<file path="config.mk">
export PLATFORM = sky130hd
export DESIGN_NAME = dmem_arbiter
export DESIGN_NICKNAME = d
export VERILOG_FILES = /design/src/rtl/dmem_arbiter.sv
export SDC_FILE = /design/constraint.sdc
export NUM_CORES = 1
export LEC_CHECK = 0
export ABC_AREA = 1
export CAP_MARGIN = 10
export CORE_AREA = 2 2 120 122
export CTS_BUF_LIST = sky130_fd_sc_hd__clkbuf_4 sky130_fd_sc_hd__clkbuf_8 sky130_fd_sc_hd__clkbuf_16
export CTS_CLUSTER_SIZE = 10
export DETAILED_ROUTE_END_ITERATION = 8
export DIE_AREA = 0 0 122 124
export MAX_ROUTING_LAYER = met4
export PLACE_DENSITY_LB_ADDON = 0.15
export SLEW_MARGIN = 15
export SYNTH_ARGS = -nofsm -noshare
export SYNTH_HDL_FRONTEND = slang
export SYNTH_SLANG_ARGS = --single-unit
</file>
<file path="constraint.sdc">
create_clock -name clk -period 1.9 [get_ports clk]
set_input_delay 0.475 -clock clk [delete_from_list [all_inputs] [get_ports clk]]
set_output_delay 0.475 -clock clk [all_outputs]
set_load 0.01 [all_outputs]
</file>
<file path="src/rtl/dmem_arbiter.sv">
// dmem_arbiter: shares the single-ported data memory between the CPU MEM stage
// and a DMA/debug-loader port. The CPU has priority. The DMA port runs
// auto-incrementing word bursts. A wait counter forces a starved DMA request
// in, and a burst limit offers a requesting CPU one yield cycle every
// MAX_BURST beats.
module dmem_arbiter #(
  parameter int MAX_WAIT  = 8,  // cycles DMA waits behind cpu_req before forced grant (0 = DMA priority)
  parameter int MAX_BURST = 4,  // consecutive DMA beats before a yield is offered (>= 1)
  parameter int LEN_W     = 8   // width of dma_len
) (
  input  logic             clk,
  input  logic             rst_n,
  // CPU MEM stage
  input  logic             cpu_req,
  input  logic             cpu_we,
  input  logic [31:0]      cpu_addr,
  input  logic [31:0]      cpu_wd,
  output logic [31:0]      cpu_rdata,
  output logic             cpu_stall,
  // DMA / debug loader
  input  logic             dma_req,
  input  logic             dma_we,
  input  logic [31:0]      dma_base,
  input  logic [LEN_W-1:0] dma_len,
  input  logic [31:0]      dma_wd,
  output logic [31:0]      dma_rdata,
  output logic             dma_beat,
  output logic             dma_busy,
  output logic             dma_done,
  // data memory
  output logic             mem_we,
  output logic [31:0]      mem_a,
  output logic [31:0]      mem_wd,
  input  logic [31:0]      mem_rd
);

  // Counter widths; both stay at least one bit wide for the degenerate settings.
  localparam int WW = (MAX_WAIT > 0) ? $clog2(MAX_WAIT + 1) : 1;
  localparam int BW = $clog2(MAX_BURST + 1);

  localparam logic [WW-1:0]    WAIT_LIMIT = WW'(MAX_WAIT);
  localparam logic [BW-1:0]    LAST_BEAT  = BW'(MAX_BURST - 1);
  localparam logic [LEN_W-1:0] ONE_LEFT   = LEN_W'(1);

  typedef enum logic [1:0] {
    ST_IDLE,   // CPU owns dmem; DMA request arbitration
    ST_DMA,    // one DMA beat per cycle
    ST_YIELD,  // single CPU-owned cycle inside a long burst
    ST_DONE    // burst finished; dma_done pulse, CPU owns
  } state_t;

  state_t            state_q,    state_d;
  logic [31:0]       addr_q,     addr_d;
  logic [LEN_W-1:0]  remain_q,   remain_d;
  logic [BW-1:0]     beat_cnt_q, beat_cnt_d;
  logic [WW-1:0]     wait_cnt_q, wait_cnt_d;

  // Read data is shared by both ports; each side knows when it is valid.
  assign cpu_rdata = mem_rd;
  assign dma_rdata = mem_rd;

  // State and burst bookkeeping registers; reset aborts any burst silently.
  always_ff @(posedge clk or negedge rst_n) begin
    if (!rst_n) begin
      state_q    <= ST_IDLE;
      addr_q     <= '0;
      remain_q   <= '0;
      beat_cnt_q <= '0;
      wait_cnt_q <= '0;
    end else begin
      // NOTE: non-blocking assignments so every register samples pre-edge values.
      state_q    <= state_d;
      addr_q     <= addr_d;
      remain_q   <= remain_d;
      beat_cnt_q <= beat_cnt_d;
      wait_cnt_q <= wait_cnt_d;
    end
  end

  // Next-state, counter updates and dmem ownership muxing.
  always_comb begin
    // NOTE: every signal written here gets a default first, so no latch is inferred.
    state_d    = state_q;
    addr_d     = addr_q;
    remain_d   = remain_q;
    beat_cnt_d = beat_cnt_q;
    wait_cnt_d = wait_cnt_q;

    // CPU owns dmem unless a DMA beat is in progress.
    mem_we    = cpu_req & cpu_we;
    mem_a     = cpu_addr;
    mem_wd    = cpu_wd;
    cpu_stall = 1'b0;
    dma_beat  = 1'b0;
    dma_busy  = (state_q != ST_IDLE);
    dma_done  = (state_q == ST_DONE);

    unique case (state_q)
      ST_IDLE: begin
        if (!dma_req) begin
          wait_cnt_d = '0;
        end else if (dma_len == '0) begin
          // Empty burst: report completion without touching dmem.
          state_d    = ST_DONE;
          wait_cnt_d = '0;
        end else if (!cpu_req || wait_cnt_q == WAIT_LIMIT) begin
          state_d    = ST_DMA;
          addr_d     = dma_base;
          remain_d   = dma_len;
          beat_cnt_d = '0;
          wait_cnt_d = '0;
        end else begin
          // Only reachable with cpu_req high and the limit not yet hit.
          wait_cnt_d = wait_cnt_q + WW'(1);
        end
      end

      ST_DMA: begin
        mem_we     = dma_we;
        mem_a      = addr_q;
        mem_wd     = dma_wd;
        dma_beat   = 1'b1;
        cpu_stall  = cpu_req;
        addr_d     = addr_q + 32'd4;
        remain_d   = remain_q - ONE_LEFT;
        beat_cnt_d = beat_cnt_q + BW'(1);
        if (remain_q == ONE_LEFT) begin
          state_d = ST_DONE;
        end else if (beat_cnt_q == LAST_BEAT) begin
          beat_cnt_d = '0;
          if (cpu_req) state_d = ST_YIELD;
        end
      end

      ST_YIELD: begin
        state_d    = ST_DMA;
        beat_cnt_d = '0;
      end

      ST_DONE: begin
        state_d = ST_IDLE;
      end

      default: begin
        state_d = ST_IDLE;
      end
    endcase
  end

endmodule

</file>
# Word level (Yosys, flattened, before mapping)
# Index checks and enable logic that the tools add are counted.
[word_totals] ff_bits=49 inputBits=174
[classes] mux=29 n_addsub=4 n_eq_ne=12 n_reduce_logical=10 bitwise=1
[ops] cell="32-bit 2-to-1 mux" n=5
[ops] cell="32-bit one-hot mux with 2 select lines" n=1
[ops] cell="32-bit by 3-bit adder with 32-bit output, second input constant" n=1
[ops] cell="8-bit 2-to-1 mux" n=3
[ops] cell="8-bit one-hot mux with 2 select lines" n=1
[ops] cell="3-bit 2-to-1 mux" n=5
[ops] cell="2-bit 2-to-1 mux" n=6
[ops] cell="4-bit 2-to-1 mux" n=3
[ops] cell="4-bit AND reduction" n=3
[ops] cell="3-bit inequality test, second input constant" n=3
[ops] cell="3-bit one-hot mux with 3 select lines" n=1
[ops] cell="8-bit by 1-bit == test with 1-bit output, second input constant" n=1
[ops] cell="8-bit zero test" n=1
[ops] cell="2-bit one-hot mux with 4 select lines" n=1
[ops] cell="8-bit by 1-bit subtractor with 8-bit output, second input constant" n=1
[ops] cell="2-bit inequality test, second input constant" n=3
[ops] cell="4-bit by 1-bit adder with 4-bit output, second input constant" n=1
[ops] cell="2-bit == test, second input constant" n=2
[ops] cell="4-bit == test, second input constant" n=1
[ops] cell="2-bit nonzero test" n=2
[ops] cell="3-bit by 1-bit adder with 3-bit output, second input constant" n=1
[ops] cell="3-bit by 2-bit == test with 1-bit output, second input constant" n=1
[ops] cell="1-bit 2-to-1 mux" n=3
[ops] cell="3-bit nonzero test" n=1
[ops] cell="other kinds (5)" n=5

# Longest topological paths before layout
# Gate-level depths: netlist of run 1.
[logic_depth] word_depth=6 ltp_mapped=12 depth_no_buf=11

# Worst setup path after synthesis of run 1
# Ideal clock, no wire load.
[synth_timing] path_type="flip-flop to output port" from="reg state_q[1]" to="out mem_a[21]" n_path_buf=2 path_slack_ns=0.219 arrival_time_ns=1.206 stages_incl_launch_ff=8 t_required_ns=1.425 cell_sequence="dfrtp_1 > inv_2 > nand2_4 > inv_2 > buf_4 > buf_2 > nor2_1 > nor2_1"
[synth_between] elab_chain_cells=2
[synth_lines] item="from (decl)" line_no="52" rtl="state_t state_q, state_d;"
[synth_lines] item="from (signal assigned)" line_no="72" rtl="state_q <= state_d;"
[synth_lines] item="2-bit by 1-bit == test with 1-bit output" line_no="98" rtl="unique case (state_q)"
[synth_lines] item="32-bit 2-to-1 mux" line_no="98"
[synth_lines] item="to (decl)" line_no="32" rtl="output logic [31:0] mem_a,"
# No other way between the ends.

# Worst setup path after layout of run 1
[layout_timing] from="reg state_q[1]" to="out mem_wd[10]"
[layout_between] elab_chain_cells=2
[layout_lines] item="2-bit by 1-bit == test with 1-bit output" line_no="98"
[layout_lines] item="32-bit 2-to-1 mux" line_no="98"
[layout_lines] item="to (decl)" line_no="33" rtl="output logic [31:0] mem_wd,"
# No other way between the ends.

==> reports/qor.csv, run 1 <==
stage,metric,value,unit
die,fp-row-count,43,
logic_synthesis,syn_area_per_cell,5.88,sq um
critical_path,cp.required,1420,ps
cells_and_area,stdcell_count,1195,
timing,finalWorstSetupSlack,-78.3,ps
job,maxCapViolCount,0,
grt,grt_max_degree,37,
pwr,power,12400,uW
timing,maxSlewViolCount,0,
logic_synthesis,synth_warnings,0,
clock_tree,hold_buffers,0,
place,placedCellCount,1157,
die,die-area,15100,sq um
place,post-dp-hpwl,13100,um
logic_synthesis,synth_ff_type,dfrtp_1,
grt,grt-ovfl-total,0,
logic_synthesis,netlist_instances,809,
grt,grt_util_all_layers,23.4,%
logic_synthesis,synthesis.nets,989,
cells_and_area,diodes,0,
clock_tree,htreeDepth,2,
logic_synthesis,syn-cell-area,4760,sq um
routing,drt-initial-drc-count,226,
timing,clock_skew,7.56,ps
die,die_w,122,um
routing,ant_nets,0,
critical_path,critPathKind,flop to output pin,
critical_path,crit_path_start,state_q[1],
logic_synthesis,synth_seq_cells,49,
clock_tree,cts_buffers,5,
critical_path,crit_slowest_cell,dfrtp_1,
clock_tree,clk_latency,290,ps
clock_tree,path_clk_slew,70,ps
cells_and_area,fillCellCount,1392,
critical_path,worstReg2RegEnd,addr_q[11],
logic_synthesis,synth.yosys.seq_area_share,25.8,%
grt,antenna_found_initial,0,
routing,wire_per_inst,15.0,um
cells_and_area,fin_area,7790,sq um
critical_path,r2r_start,state_q[1],
cells_and_area,nets,1194,
clock_tree,cts_tree,yes,
critical_path,worst_path_largest_cell_delay,390,ps
logic_synthesis,synth.distinct_cells,31,
timing,finalSetupViolations,46,
timing,max_slew_margin,74.4,%
timing,tightest_slew,384,ps
run_status,violations,setup timing,
critical_path,crit_chain,inv_2 -> nand2_8 -> buf_6 -> bufbuf_16 -> nand2_2 -> nand2_2 -> buf_6,
routing,firstDrtPassIters,5,
die,pin_count,307,
critical_path,cp-start-kind,flop,
logic_synthesis,synth-async-reset-ratio,100,%
clock_tree,root_buffer,clkbuf_16,
place,pre_cts_slack,-278,ps
cells_and_area,final_core_util,56.8,%
routing,vias,5572,
logic_synthesis,synth_edf_count,0,
timing,max_freq,505,MHz
critical_path,worstRegToRegCells,10,
die,core-area,13700,sq um
routing,route.detailed.drc,0,
grt,grt_pass1_vias,5118,
clock_tree,clockBufferDepth,2,
critical_path,worstSetupEndpointType,output pin,
die,fp.dieH,124,um
critical_path,r2r_slack,230,ps
place,portBuffers,210,
clock_tree,clock_sinks,49,
routing,routed_wl,17900,um
pwr,power_leakage,0.00385,uW
routing,vias_per_cell,4.66,
die,start_util,34.7,%
place,finalWeightedCongestion,0.855,
pwr,max-vdd-ir-drop,663,uV
critical_path,crit_family,buffers and inverters,
place,placed_area,6930,sq um
critical_path,crit_end,mem_wd[10],
hold_path,min_path_type,input pin to asynchronous set/reset pin,
timing,min_period,1980,ps
cells_and_area,drive_above_1_share,25.6,%
critical_path,cp.depth,7,
critical_path,path_buf_inv,4,
grt,grt_pass1_wl,26700,um
pwr,powerDensity,1590,nW/um^2
timing,hold_viol_final,0,
critical_path,path_max_fanout,5,
timing,post-route-period-util,104,%
cells_and_area,area_growth,63.8,%
critical_path,critPathArrivalTime,1500,ps
timing,grt_setup_unrepaired,yes,
run_status,outcome,finished with violations,
-- layer usage --
metal	up-vias	track usage [%]	wire, um
met5	-	-	0
met3	14	5.49	1440
li1	2854	-	-
met1	2510	27.6	7220
met2	194	41.0	9090
met4	0	4.31	195
-- registers in the layout (all words and copies together), names as in the netlist --
register	cells
state_q	2
addr_q	32
beat_cnt_q	3
wait_cnt_q	4
remain_q	8
-- kinds of logic after synthesis --
kind of cell               share of synthesized area (%)
AOI/OAI and AO/OA                                   7.45
xor gates and xnor gates                           0.553
adders and majority gates                           1.58
buffers and inverters                               18.7
DFF                                                 25.8
and+or+nand+nor                                     46.0
-- cell usage in the layout (no fill, tap or decap), drive strengths merged --
master / n
a21oi: 3
a31oi: 1
and2: 1
buf: 146
bufbuf: 3
bufinv: 1
clkbuf: 7
clkdlybuf4s50: 140
clkinv: 1
clkinvlp: 1
dfrtp: 49
dlygate4sd2: 2
ha: 6
inv: 57
nand2: 366
nand3: 56
nand3b: 2
nand4: 4
nor2: 103
o211ai: 7
o21a: 5
o21ai: 46
o22ai: 2
or2: 3
xnor2: 1
xor2: 2
-- per-stage QoR --
step                      hold slack, ps  setup TNS (ps)
after detailed placement             416          -14740
after CTS                           99.3           -2760
after global placement               413          -14370
after global routing                 115           -6490
final                               92.9           -1840
after floorplan                      179               0
-- worst register-to-register path, delay by kind of cell, from the launching register on --
family | cells | cell delay (ps)
AOI/OAI and AO/OA | 1 | 50
DFF | 1 | 390
buffers and inverters | 5 | 820
and+or+nand+nor | 4 | 300
-- cell usage after synthesis, types with 2 or more instances --
library cell  count  area [sq um]
dfrtp_1          49          1230
inv_1            54           203
or2_2             2          12.5
nand3b_1          2          15.0
nand4_1           4          25.0
o21a_1            5          37.5
buf_2            14          70.1
nand2_2           3          18.8
xor2_1            2          17.5
ha_1              6          75.1
clkbuf_1          6          22.5
nand3_1          56           280
o211ai_1          7          52.6
o22ai_1           2          12.5
nor2_4            3          33.8
a21oi_1           3          15.0
buf_4            69           518
nor2_1           92           345
o21ai_0          31           155
buf_6             5          56.3
nand2_1         360          1350
nor2_2            8          50.1
nand2_4           2          22.5
o21ai_1          15          75.1
inv_2             3          11.3
-- repair_timing --
item | 4_1_cts | 5_1_grt
gates cloned | 11 | 1
pin swaps | 13 | 9
setup endpoints to repair | 66 | 67
buffers inserted | 20 | 2
resized for setup | 376 | 58
-- final cells by class --
class	instances	area, sq um	share of cell area [%]
Clock buffer	6	139	1.78
Clock inverter	2	37.5	0.482
Inverter	58	233	2.99
Multi-Input combinational cell	608	3030	38.8
Sequential cell	49	1230	15.8
Tap cell	180	225	2.89
Timing Repair Buffer	292	2900	37.3
-- power by group --
group	leakage, uW	switching, uW	internal (uW)
Sequential	0.000614	570	1530
Combinational	0.00316	4640	4560
Clock	0.0000831	412	658
Total	0.00385	5620	6740
-- how the worst min path moves through the flow --
| stage | startpoint | endpoint | slack (ps) | cells after the start |
|---|---|---|---|---|
| after CTS | rst_n | addr_q[31] | 100 | 1 |
| final | rst_n | addr_q[31] | 90 | 1 |
| after detailed placement | rst_n | addr_q[31] | 420 | 1 |
| after floorplan | rst_n | addr_q[0] | 180 | 0 |
| after global placement | rst_n | addr_q[31] | 410 | 1 |
| after global routing | rst_n | addr_q[31] | 120 | 1 |
No activity file was read; power rests on OpenSTA's default activity.
==> inputs of run 2 (changes only) <==
CELL_PAD_IN_SITES_DETAIL_PLACEMENT = 1   (was not set)
CELL_PAD_IN_SITES_GLOBAL_PLACEMENT = 1   (was not set)
CORE_AREA = not set   (was 2 2 120 122)
CORE_MARGIN = 2   (was not set)
CORE_UTILIZATION = 23   (was not set)
DIE_AREA = not set   (was 0 0 122 124)
==> reports/qor.csv, run 2 (synthesis results as in run 1) <==
stage,metric,value,unit
place,portBuffers,210,
clock_tree,hold_buffers,0,
routing,vias_per_cell,4.39,
cells_and_area,multiInputGateArea,3100,sq um
cells_and_area,ff_latch_area,1230,sq um
timing,post-route-period-util,107,%
routing,ant_nets,0,
place,finalWeightedCongestion,0.775,
routing,route.detailed.drc,0,
critical_path,critPathKind,flop to output pin,
critical_path,cp.required,1420,ps
timing,tightest_slew,344,ps
cells_and_area,nets,1209,
critical_path,cp-start-kind,flop,
routing,wire_per_inst,16.6,um
die,fp-row-count,52,
die,die-area,21800,sq um
grt,grt_pass1_wl,33500,um
cells_and_area,final_common_cell,nand2_1,
run_status,violations,setup timing,
clock_tree,clk_latency,310,ps
run_status,outcome,finished with violations,
critical_path,worstReg2RegEnd,addr_q[20],
timing,max_freq,490,MHz
timing,grt_setup_unrepaired,yes,
critical_path,worstSetupEndpointType,output pin,
cells_and_area,area_growth,73.4,%
cells_and_area,final_cell_mix,"nand2_1 (277), clkdlybuf4s50_1 (140), nor2_1 (77)",
grt,grt_pass1_vias,5868,
hold_path,min_path_type,input pin to asynchronous set/reset pin,
pwr,powerDensity,1600,nW/um^2
grt,antenna_found_initial,2,
critical_path,r2r_start,state_q[1],
clock_tree,path_clk_slew,80,ps
clock_tree,htreeDepth,2,
grt,grt-ovfl-total,0,
timing,max_slew_margin,77.0,%
timing,hold_ws,149,ps
routing,drt-initial-drc-count,139,
cells_and_area,fillCellCount,2562,
routing,vias,5711,
routing,routed_wl,21600,um
grt,grt-busiest-layer,met2,
cells_and_area,largest_reg_flops,32,
place,post-dp-hpwl,15400,um
die,die_w,148,um
die,pin_count,307,
grt,grt_util_all_layers,20.1,%
critical_path,critPathArrivalTime,1570,ps
grt,grtUsageMet3,3.92,%
critical_path,r2r_slack,90,ps
clock_tree,clock_sinks,49,
clock_tree,cts_tree,yes,
place,placedCellCount,1257,
critical_path,path_max_fanout,5,
cells_and_area,stdcell_count,1302,
grt,grt_max_degree,50,
pwr,max-vdd-ir-drop,480,uV
timing,clock_skew,10.4,ps
grt,groute.layer.met2.usage,34.5,%
timing,min_period,2040,ps
die,start_util,23.5,%
timing,hold_viol_final,0,
job,maxCapViolCount,0,
timing,finalWorstSetupSlack,-142,ps
grt,met1_usage,24.9,%
cells_and_area,biggestRegsByFlops,"addr_q (32), remain_q (8), wait_cnt_q (4)",
clock_tree,clockBufferDepth,2,
clock_tree,cts_buffers,5,
clock_tree,root_buffer,clkbuf_16,
routing,firstDrtPassIters,4,
pwr,power_leakage,0.00398,uW
die,fp.dieH,148,um
cells_and_area,regMostFlops,addr_q,
critical_path,worstRegToRegCells,11,
timing,maxSlewViolCount,0,
cells_and_area,drive_above_1_share,29.2,%
timing,finalSetupViolations,67,
die,core-area,20200,sq um
## run 2: worst max path at each step
| stage | startpoint | to | slack [ps] | depth (start not counted) |
|---|---|---|---|---|
| 2_1_floorplan | state_q[1] | mem_a[21] | 220 | 7 |
| 3_3_place_gp | dma_wd[14] | mem_wd[14] | -330 | 4 |
| 3_5_place_dp | dma_wd[14] | mem_wd[14] | -320 | 4 |
| 4_1_cts | state_q[1] | mem_a[4] | -180 | 6 |
| 5_1_grt | state_q[1] | mem_a[12] | -210 | 6 |
| 6_report | state_q[1] | mem_a[12] | -140 | 6 |
## run 2: cell type report
cell class	instances	share of cell area, %
timing repair buffer	307	38.6
multi-input combinational	608	37.6
sequential	49	14.9
tap	270	4.10
inverter	58	2.90
clock buffer	5	1.52
clock inverter	3	0.273
antenna	2	0.0607
## run 2: metrics by stage
step / power, uW / utilization, % / TNS [ps] / setup slack, ps / area, sq um
floorplan: 5960 / - / 0 / 219 / 4760
global placement: 9970 / 35.4 / -18720 / -326 / 7160
detailed placement: 10000 / 35.4 / -19720 / -317 / 7160
CTS: 12900 / 39.6 / -5300 / -179 / 8020
global route: 14300 / 40.7 / -9200 / -206 / 8250
finish: 13200 / 40.7 / -4740 / -142 / 8250
## run 2: worst max-delay path: stages, from the launching register on
cell and delay (ps):
dfrtp_1 400, inv_2 110, nand2_8 110, buf_12 170
or2_4 240, o21a_1 100, buf_2 130
## run 2: power by group
| part | internal (uW) | switching (uW) |
|---|---|---|
| logic | 5080 | 5070 |
| clock network | 490 | 458 |
| registers | 1520 | 563 |
| total | 7090 | 6090 |
## run 2: routing by layer
layer | up-vias | wire [um]
met5 | - | 0
met4 | 0 | 205
met3 | 13 | 1360
met2 | 173 | 10700
met1 | 2636 | 9310
li1 | 2889 | -
## run 2: timing repair
item / CTS / global route
pin swaps: 22 / 26
resized for setup: 431 / 63
endpoints found under the setup margin: 69 / 81
endpoints found under the hold margin: 0 / 0
buffers inserted: 19 / 8
gates cloned: 12 / 2
